==> config.mk <==
export PLATFORM = sky130hd
export DESIGN_NAME = snake_body_mem_scheduler
export DESIGN_NICKNAME = d
export VERILOG_FILES = /design/src/rtl/snake_pkg.sv /design/src/rtl/snake_slot_arbiter.sv /design/src/rtl/snake_body_mem_scheduler.sv
export SDC_FILE = /design/constraint.sdc
export NUM_CORES = 1
export LEC_CHECK = 0
export ABC_AREA = 1
export CAP_MARGIN = 20
export CORE_ASPECT_RATIO = 1.1
export CORE_MARGIN = 2
export CORE_UTILIZATION = 40
export DETAILED_ROUTE_END_ITERATION = 10
export PLACE_DENSITY = 0.71
export SLEW_MARGIN = 25
export SYNTH_ARGS = -nofsm -noshare
export SYNTH_HDL_FRONTEND = slang
export SYNTH_SLANG_ARGS = --single-unit
==> constraint.sdc <==
create_clock -name sys_clk -period 3.7 [get_ports sys_clk]
set_input_delay 0.74 -clock sys_clk [delete_from_list [all_inputs] [get_ports sys_clk]]
set_output_delay 0.74 -clock sys_clk [all_outputs]
set_load 0.005 [all_outputs]
==> src/rtl/snake_pkg.sv <==
// Shared types and constants for the snake body memory scheduler.
package snake_pkg;

  localparam int SNAKE_ADDR_W = 6;
  localparam int SNAKE_DEPTH  = 2 ** SNAKE_ADDR_W;
  localparam int INIT_LEN     = 3;

  typedef enum logic [1:0] {
    OP_INIT      = 2'b00,
    OP_MOVE      = 2'b01,
    OP_MOVE_GROW = 2'b10,
    OP_RSVD      = 2'b11
  } op_e;

  typedef enum logic [2:0] {
    ST_IDLE       = 3'd0,
    ST_INIT       = 3'd1,
    ST_MOVE       = 3'd2,
    ST_SCAN       = 3'd3,
    ST_SCAN_FLUSH = 3'd4
  } state_e;

endpackage

==> src/rtl/snake_slot_arbiter.sv <==
// Grants the next RAM slot to VGA unless a pending body op has already waited
// through STARVE_MAX consecutive VGA grants.
module snake_slot_arbiter #(
  parameter int STARVE_MAX = 15
) (
  input  logic clk_i,
  input  logic rst_i,
  input  logic vga_req_i,
  input  logic op_pending_i,
  output logic vga_grant_o
);

  localparam int CNT_W = $clog2(STARVE_MAX + 1);

  logic [CNT_W-1:0] starve_q, starve_d;

  always_comb begin
    vga_grant_o = vga_req_i && !(op_pending_i && (starve_q == CNT_W'(STARVE_MAX)));
    starve_d    = (vga_grant_o && op_pending_i) ? starve_q + CNT_W'(1) : '0;
  end

  always_ff @(posedge clk_i or posedge rst_i) begin
    if (rst_i) starve_q <= '0;
    else       starve_q <= starve_d;
  end

endmodule

==> src/rtl/snake_body_mem_scheduler.sv <==
// Single-port snake body RAM owner: a circular buffer addressed from the head,
// shared slot-by-slot between VGA queries, body updates and the collision scan.
module snake_body_mem_scheduler
  import snake_pkg::*;
#(
  parameter int X_BITS     = 6,
  parameter int Y_BITS     = 6,
  parameter int ADDR_W     = SNAKE_ADDR_W,
  parameter int LEN_W      = 7,
  parameter int STARVE_MAX = 15
) (
  input  logic                       sys_clk,
  input  logic                       sys_reset,
  input  logic                       vga_req_in,
  input  logic [ADDR_W-1:0]          vga_idx_in,
  output logic [X_BITS-1:0]          vga_x_out,
  output logic [Y_BITS-1:0]          vga_y_out,
  output logic                       vga_valid_out,
  output logic                       vga_ack_out,
  input  logic                       cmd_valid_in,
  input  logic [1:0]                 cmd_op_in,
  input  logic [X_BITS-1:0]          head_x_in,
  input  logic [Y_BITS-1:0]          head_y_in,
  output logic                       cmd_ready_out,
  output logic                       cmd_done_out,
  input  logic                       scan_start_in,
  input  logic [X_BITS-1:0]          scan_x_in,
  input  logic [Y_BITS-1:0]          scan_y_in,
  output logic                       scan_ready_out,
  output logic                       scan_done_out,
  output logic                       scan_hit_out,
  output logic [LEN_W-1:0]           length_out,
  output logic [ADDR_W-1:0]          ram_addr_out,
  output logic                       ram_we_out,
  output logic [X_BITS+Y_BITS-1:0]   ram_wdata_out,
  input  logic [X_BITS+Y_BITS-1:0]   ram_rdata_in
);

  localparam int DEPTH = 2 ** ADDR_W;
  localparam int W     = X_BITS + Y_BITS;

  state_e              state_q, state_d;
  op_e                 op_q, op_d;
  logic [ADDR_W-1:0]   head_ptr_q, head_ptr_d;
  logic [LEN_W-1:0]    length_q, length_d;
  logic [X_BITS-1:0]   hx_q, hx_d;
  logic [Y_BITS-1:0]   hy_q, hy_d;
  logic [1:0]          seg_q, seg_d;
  logic [ADDR_W-1:0]   scan_idx_q, scan_idx_d;
  logic [W-1:0]        probe_q, probe_d;
  logic                scan_rd_q, scan_rd_d;
  logic                hit_q, hit_d;
  logic                cmd_done_q, cmd_done_d;
  logic                scan_done_q, scan_done_d;
  logic                scan_hit_q, scan_hit_d;

  logic                vga_grant, vga_slot_q, vga_req_q, vga_inrange_q;
  logic                vga_ack_q, vga_valid_q;
  logic [ADDR_W-1:0]   vga_addr_q;
  logic [W-1:0]        vga_data_q;

  logic                op_pending, op_slot, op_we;
  logic [ADDR_W-1:0]   op_addr;
  logic [W-1:0]        op_wdata;

  assign op_pending = (state_q == ST_INIT) || (state_q == ST_MOVE) || (state_q == ST_SCAN);
  // A grant decided this cycle owns the RAM next cycle, so ops use slots VGA was not granted.
  assign op_slot    = !vga_slot_q;

  snake_slot_arbiter #(.STARVE_MAX(STARVE_MAX)) u_arb (
    .clk_i        (sys_clk),
    .rst_i        (sys_reset),
    .vga_req_i    (vga_req_in),
    .op_pending_i (op_pending),
    .vga_grant_o  (vga_grant)
  );

  always_comb begin
    state_d        = state_q;
    op_d           = op_q;
    head_ptr_d     = head_ptr_q;
    length_d       = length_q;
    hx_d           = hx_q;
    hy_d           = hy_q;
    seg_d          = seg_q;
    scan_idx_d     = scan_idx_q;
    probe_d        = probe_q;
    scan_rd_d      = 1'b0;
    hit_d          = hit_q | (scan_rd_q && (ram_rdata_in == probe_q));
    cmd_done_d     = 1'b0;
    scan_done_d    = 1'b0;
    scan_hit_d     = 1'b0;
    cmd_ready_out  = 1'b0;
    scan_ready_out = 1'b0;
    op_we          = 1'b0;
    op_addr        = '0;
    op_wdata       = '0;
    unique case (state_q)
      ST_IDLE: begin
        if (cmd_valid_in) begin
          cmd_ready_out = 1'b1;
          op_d          = op_e'(cmd_op_in);
          hx_d          = head_x_in;
          hy_d          = head_y_in;
          seg_d         = '0;
          case (op_e'(cmd_op_in))
            OP_INIT:               state_d = ST_INIT;
            OP_MOVE, OP_MOVE_GROW: state_d = ST_MOVE;
            default:               state_d = ST_IDLE;
          endcase
        end else if (scan_start_in) begin
          scan_ready_out = 1'b1;
          probe_d        = {scan_x_in, scan_y_in};
          hit_d          = 1'b0;
          scan_idx_d     = ADDR_W'(1);
          if (length_q <= LEN_W'(1)) scan_done_d = 1'b1;
          else                       state_d     = ST_SCAN;
        end
      end
      ST_INIT: begin
        if (op_slot) begin
          op_we    = 1'b1;
          op_addr  = ADDR_W'(seg_q);
          op_wdata = {hx_q - X_BITS'(seg_q), hy_q};
          seg_d    = seg_q + 2'd1;
          if (seg_q == 2'(INIT_LEN - 1)) begin
            head_ptr_d = '0;
            length_d   = LEN_W'(INIT_LEN);
            cmd_done_d = 1'b1;
            state_d    = ST_IDLE;
          end
        end
      end
      ST_MOVE: begin
        if (op_slot) begin
          op_we      = 1'b1;
          op_addr    = head_ptr_q - ADDR_W'(1);
          op_wdata   = {hx_q, hy_q};
          head_ptr_d = op_addr;
          if ((op_q == OP_MOVE_GROW) && (length_q != LEN_W'(DEPTH)))
            length_d = length_q + LEN_W'(1);
          cmd_done_d = 1'b1;
          state_d    = ST_IDLE;
        end
      end
      ST_SCAN: begin
        if (op_slot) begin
          op_addr    = head_ptr_q + scan_idx_q;
          scan_rd_d  = 1'b1;
          scan_idx_d = scan_idx_q + ADDR_W'(1);
          if (LEN_W'(scan_idx_q) == length_q - LEN_W'(1)) state_d = ST_SCAN_FLUSH;
        end
      end
      ST_SCAN_FLUSH: begin
        scan_done_d = 1'b1;
        scan_hit_d  = hit_d;
        state_d     = ST_IDLE;
      end
      default: state_d = ST_IDLE;
    endcase
  end

  always_ff @(posedge sys_clk or posedge sys_reset) begin
    if (sys_reset) begin
      state_q     <= ST_IDLE;
      op_q        <= OP_INIT;
      head_ptr_q  <= '0;
      length_q    <= '0;
      hx_q        <= '0;
      hy_q        <= '0;
      seg_q       <= '0;
      scan_idx_q  <= '0;
      probe_q     <= '0;
      scan_rd_q   <= 1'b0;
      hit_q       <= 1'b0;
      cmd_done_q  <= 1'b0;
      scan_done_q <= 1'b0;
      scan_hit_q  <= 1'b0;
    end else begin
      state_q     <= state_d;
      op_q        <= op_d;
      head_ptr_q  <= head_ptr_d;
      length_q    <= length_d;
      hx_q        <= hx_d;
      hy_q        <= hy_d;
      seg_q       <= seg_d;
      scan_idx_q  <= scan_idx_d;
      probe_q     <= probe_d;
      scan_rd_q   <= scan_rd_d;
      hit_q       <= hit_d;
      cmd_done_q  <= cmd_done_d;
      scan_done_q <= scan_done_d;
      scan_hit_q  <= scan_hit_d;
    end
  end

  // VGA pipe: address/range captured at request, RAM read next cycle, ack the cycle after.
  always_ff @(posedge sys_clk or posedge sys_reset) begin
    if (sys_reset) begin
      vga_slot_q    <= 1'b0;
      vga_req_q     <= 1'b0;
      vga_inrange_q <= 1'b0;
      vga_addr_q    <= '0;
      vga_ack_q     <= 1'b0;
      vga_valid_q   <= 1'b0;
      vga_data_q    <= '0;
    end else begin
      vga_slot_q    <= vga_grant;
      vga_req_q     <= vga_req_in;
      vga_inrange_q <= LEN_W'(vga_idx_in) < length_q;
      vga_addr_q    <= head_ptr_q + vga_idx_in;
      vga_ack_q     <= vga_req_q;
      vga_valid_q   <= vga_slot_q && vga_inrange_q;
      if (vga_valid_q) vga_data_q <= ram_rdata_in;
    end
  end

  assign {vga_x_out, vga_y_out} = vga_valid_q ? ram_rdata_in : vga_data_q;
  assign vga_ack_out   = vga_ack_q;
  assign vga_valid_out = vga_valid_q;
  assign cmd_done_out  = cmd_done_q;
  assign scan_done_out = scan_done_q;
  assign scan_hit_out  = scan_hit_q;
  assign length_out    = length_q;
  assign ram_addr_out  = vga_slot_q ? vga_addr_q : op_addr;
  assign ram_we_out    = op_we;
  assign ram_wdata_out = op_wdata;

endmodule

# Yosys cells after proc, flatten, opt, wreduce, memory -nomap -nowiden
# Cells that the tools add are included.
[word_totals]
rom_bits = 0
ramBits = 0
mem_count = 0
latch_bits = 0
reg_bits = 82
inputBits = 49
[op_classes]
multipliers = 0
shift = 0
reduce_logical = 23
order_cmp = 2
n_bitwise = 2
mux = 52
div = 0
eq_ne = 23
n_addsub = 9
[op_table]
columns = ["op", "count"]
rows = [
  ["2-to-1 mux 6 bit", 7],
  ["2-to-1 mux 12 bit", 3],
  ["2-to-1 mux 7 bit", 4],
  ["2-to-1 mux 3 bit", 8],
  ["case mux 12 bit (2 select lines)", 1],
  ["case mux 6 bit (2 select lines)", 2],
  ["case mux 6 bit (3 select lines)", 1],
  ["2-to-1 mux 1 bit", 17],
  ["case mux 7 bit (2 select lines)", 1],
  ["adder 6 bit", 2],
  ["equality test 12 bit", 1],
  ["inequality test 2 bit (second input constant)", 6],
  ["case mux 3 bit (4 select lines)", 1],
  ["case mux 2 bit (2 select lines)", 2],
  ["AND reduction 4 bit", 2],
  ["adder 7 x 1 -> 7 bit (second input constant)", 1],
  ["equality test 6 x 7 -> 1 bit", 1],
  ["less-or-equal comparator 7 x 1 -> 1 bit (second input constant)", 1],
  ["< comparator 6 x 7 -> 1 bit", 1],
  ["inequality test 7 bit (second input constant)", 1],
  ["AND reduction 7 bit", 1],
  ["subtractor 7 x 1 -> 7 bit (second input constant)", 1],
  ["adder 6 x 1 -> 6 bit (second input constant)", 1],
  ["equality test 2 bit (second input constant)", 3],
  ["other kinds (26)", 42],
]

# Longest topological paths before layout
[logic_depth]
ltp_word = 8
mapped_depth = 14

# Hierarchy
# Synthesis repeated with hierarchy kept, for this count alone.
[hier_totals]
cells_unflattened = 577
hier_area_um2 = 4722.0
[by_module_without_submodules]
columns = ["module", "instances", "seq_area_each_um2", "cells_each", "area_each_um2"]
rows = [
  ["snake_body_mem_scheduler", 1, 1951.9, 556, 4521.8],
  ["snake_slot_arbiter", 1, 100.1, 21, 200.2],
]

# Worst setup path before layout
# No wires, ideal clock.
[synth_timing]
path_kind = "flip-flop to output port"
start = "register scan_idx_q[0]"
end = "output ram_addr_out[4]"
t_arrival_ns = 1.584
slack_ns = 1.376
required_time_ns = 2.960
n_path_buf = 0
path_stages_with_launch = 12
cell_sequence = "dfrtp_1 > ha_1 > inv_1 > fa_1 > inv_1 > nand2_1 > nand2_1 > a21oi_1 > xor2_1 > o22ai_1 > nand2_1 > nand2_1"
[synth_via]
elab_chain_cells = 3
[synth_rtl]
columns = ["element", "line_no", "text"]
rows = [
  ["from (decl)", "snake_body_mem_scheduler.sv:49", "logic [ADDR_W-1:0] scan_idx_q, scan_idx_d;"],
  ["from (signal assigned)", "snake_body_mem_scheduler.sv:187", "scan_idx_q <= scan_idx_d;"],
  ["adder 6 bit", "snake_body_mem_scheduler.sv:148", "op_addr = head_ptr_q + scan_idx_q;"],
  ["case mux 6 bit (3 select lines)", "snake_body_mem_scheduler.sv:98", "unique case (state_q)"],
  ["2-to-1 mux 6 bit", "snake_body_mem_scheduler.sv:225", "assign ram_addr_out = vga_slot_q ? vga_addr_q : op_addr;"],
  ["to (decl)", "snake_body_mem_scheduler.sv:33", "output logic [ADDR_W-1:0] ram_addr_out,"],
]
# No other way between the ends.

# Worst setup path in the final report
# Ends and elaborated chain as after synthesis.

==> impl_metrics.yaml <==
run_status:
  run_status: "completed"
layout:
  drive_gt1_share_pct: 6.92
  seq_area_sq_um: 2050
  layout.nets: 753
  antenna_cells: 0
  fillCellCount: 1062
  multi_input_area_sq_um: 2250
  syn_to_final_growth_pct: 29.3
die:
  die_w_um: 107
  fp.dieH_um: 117
  pin_count: 94
  core_sq_um: 11400
  die_area_sq_um: 12600
  initial_core_util_pct: 40.8
  rows: 41
drt:
  drc: 0
  dr_total_vias: 4125
  drtIter0Drc: 182
  routedWlPerCell_um: 13.5
  routed_wl_um: 11200
  ant_nets: 0
  dr.pass1.iters: 6
  vias_per_cell: 4.98
yosys:
  ys_ff_latch: 82
  synth-seq-area-share_pct: 43.9
  synth_edf_count: 0
  yosysWarningCount: 0
  synth.distinct_cells: 40
  synth_area_sq_um: 4670
  synth_area_leaders: "dfrtp_1 44%, nand2_1 11%, ha_1 7.0%"
  syn_inst: 578
  async_flop_share_pct: 100
  synth_top_area_share_pct: 43.9
  synth_ff_type: "dfrtp_1"
  synth.net_count: 656
  syn_avg_cell_area_sq_um: 8.08
  synth_area_leader_cell: "dfrtp_1"
clock_tree:
  cts_tree: "built"
  clock-sinks: 82
  postCtsSetupRepairBufs: 0
  clk-insertion-delay-late_ns: 0.33
  postCtsHoldBufs: 0
  cts-root-buf: "clkbuf_16"
  clockBufferDepth: 2
  clkTransAtPathRegs_ns: 0.06
  postCtsResizedCells: 0
  htree_levels: 3
  cts_buffers: 9
worst_setup_path:
  crit_type: "flip-flop to output port"
  critPathArrivalTime_ns: 2.56
  cp-end-kind: "output port"
  path_max_fanout: 6
  cp.required_ns: 2.96
  critPathLaunchType: "flip-flop"
power:
  irDropWorstVdd_uv: 303
  cellPowerDensity_nw_per_um2: 667
  leakagePower_nw: 2.87
global_route:
  grt_pass1_vias: 4168
  grt_max_degree: 46
  antenna_found_initial: 0
  grt_overflow: 0
  grt_usage_pct: 18.4
  grt_pass1_wl_um: 18700
timing:
  tightest_slew_ns: 0.685
  fin_crit_ns: 3.30
  hold_violations: 0
  period_share_pct: 89.1
  clock-skew-final_ns: 0.00503
  fmax_mhz: 303
  setup_tns_ns: 0
  slew_headroom_pct: 54.3
  fin_ws_ns: 0.402
  drv_slew: 0
  setup_viol: 0
  grt_setup_unrepaired: "false"
job:
  cap_violations: 0
placement:
  dp_hpwl_um: 8660
  pre_cts_ws_ns: 0.735
  gp_congestion: 0.872
  io_buffers: 93
worst_hold_path:
  min_path_type: "flip-flop to flip-flop"
## power breakdown
part | total (mW) | leakage [nW] | internal [mW] | switching (mW)
clock network | 0.815 | 0.128 | 0.469 | 0.346
registers | 1.42 | 1.03 | 1.19 | 0.228
logic | 1.80 | 1.72 | 0.789 | 1.01
total | 4.03 | 2.87 | 2.45 | 1.58
## synth_stat cells, types with 2 or more instances
cell      instances
a21oi_1          26
a31oi_1           4
o21ai_1           8
o21ai_0          40
mux2_2            4
o211ai_1          2
or2_2             2
buf_4             2
nand3_1          24
inv_2            11
buf_2             4
xor2_1           16
nand2_2           5
clkbuf_1          3
nor2_4            2
ha_1             26
a22o_1            2
o22ai_1          12
nand4_1           5
nor2_1           55
xnor2_1           7
fa_1              3
nand2_1         141
nor3_1            4
a21o_1            2
dfrtp_1          82
inv_1            72
nor4_1            2
## sequential cells by signal (all words and copies together) (netlist names), 3 cells and up
name	count
vga_addr_q	6
u_arb.starve_q	4
state_q	3
scan_idx_q	6
probe_q	12
hx_q	6
vga_data_q	12
hy_q	6
head_ptr_q	6
length_out	7
## cell families after synthesis
kind of cell	synth area share, %
AND/OR/NAND/NOR	22.2
flip-flops	43.9
AO/OA/AOI/OAI	12.5
XOR/XNOR	4.31
buffers and inverters	7.90
multiplexers	0.964
adder cells (fa/ha/maj)	8.25
## layout make-up
| type | count | share of cell area [%] |
|---|---|---|
| clock buffers | 11 | 4.02 |
| clock inverters | 4 | 0.476 |
| inverters | 83 | 5.18 |
| multi-input cells | 403 | 37.2 |
| flip-flops and latches | 82 | 34.0 |
| well taps | 150 | 3.11 |
| repair buffers | 96 | 16.0 |
## worst max-delay path, stage by stage, from the launching register on
cell             delay, ns
dfrtp_1               0.46
ha_1                  0.23
inv_1                 0.06
fa_1                  0.35
inv_1                 0.07
nand2_1               0.06
nand2_1               0.06
a21oi_1               0.07
xor2_1                0.14
o22ai_1               0.10
nand2_1               0.07
nand2_1               0.06
clkdlybuf4s50_1       0.49
## stage by stage
step           cells  total power, mW  instance area (sq um)  hold slack (ns)  utilization, %
6_report         829             4.03                   6040            0.354            52.8
5_1_grt          829             4.36                   6040            0.371            52.8
4_1_cts          829             4.06                   6040            0.359            52.8
3_5_place_dp     814             3.23                   5770            0.341            50.4
3_3_place_gp     814             3.17                   5770            0.334            50.4
2_1_floorplan    578             2.59                   4670            0.331               -
## metal layers
metal  vias up  share of wire (%)  global-route usage, %
met4         0                1.7                   7.39
li1       2059                  -                      -
met1      1902                 43                   22.3
met5         -                  0                      0
met2       153                 49                   32.0
met3        11                6.2                   3.11
## path summary, 6_finish.rpt
path / cells past startpoint / slack (ns) / start / to
min in group asynchronous: 2 / 0.81 / sys_reset / vga_data_q[4]$_DFF_PP0_
min reg2reg: 0 / 0.35 / vga_req_q$_DFF_PP0_ / vga_ack_out$_DFF_PP0_
max in group asynchronous: 3 / 2.23 / sys_reset / scan_done_out$_DFF_PP0_
min: 0 / 0.35 / vga_req_q$_DFF_PP0_ / vga_ack_out$_DFF_PP0_
max: 12 / 0.40 / scan_idx_q[0]$_DFFE_PP0P_ / ram_addr_out[4]
max reg2reg: 11 / 1.60 / length_out[0]$_DFFE_PP0P_ / state_q[0]$_DFFE_PP0P_
## placed cells by master (no fill, tap or decap), types with 2 or more instances in the layout
cell / instances
o21ai_1: 8
clkbuf_16: 9
o211ai_1: 2
nand4_1: 5
nor4_1: 2
fa_1: 3
a21oi_1: 26
nor2_1: 55
clkdlybuf4s50_1: 93
xnor2_1: 7
buf_4: 2
nand2_2: 5
clkinv_2: 2
a22o_1: 2
or2_2: 2
inv_2: 11
a21o_1: 2
nor2_4: 2
inv_1: 71
ha_1: 26
clkinvlp_4: 2
nand3_1: 24
nor3_1: 4
a31oi_1: 4
nand2_1: 141
dfrtp_1: 82
mux2_2: 4
xor2_1: 16
o21ai_0: 40
o22ai_1: 12
No activity file was read; power rests on OpenSTA's default activity.
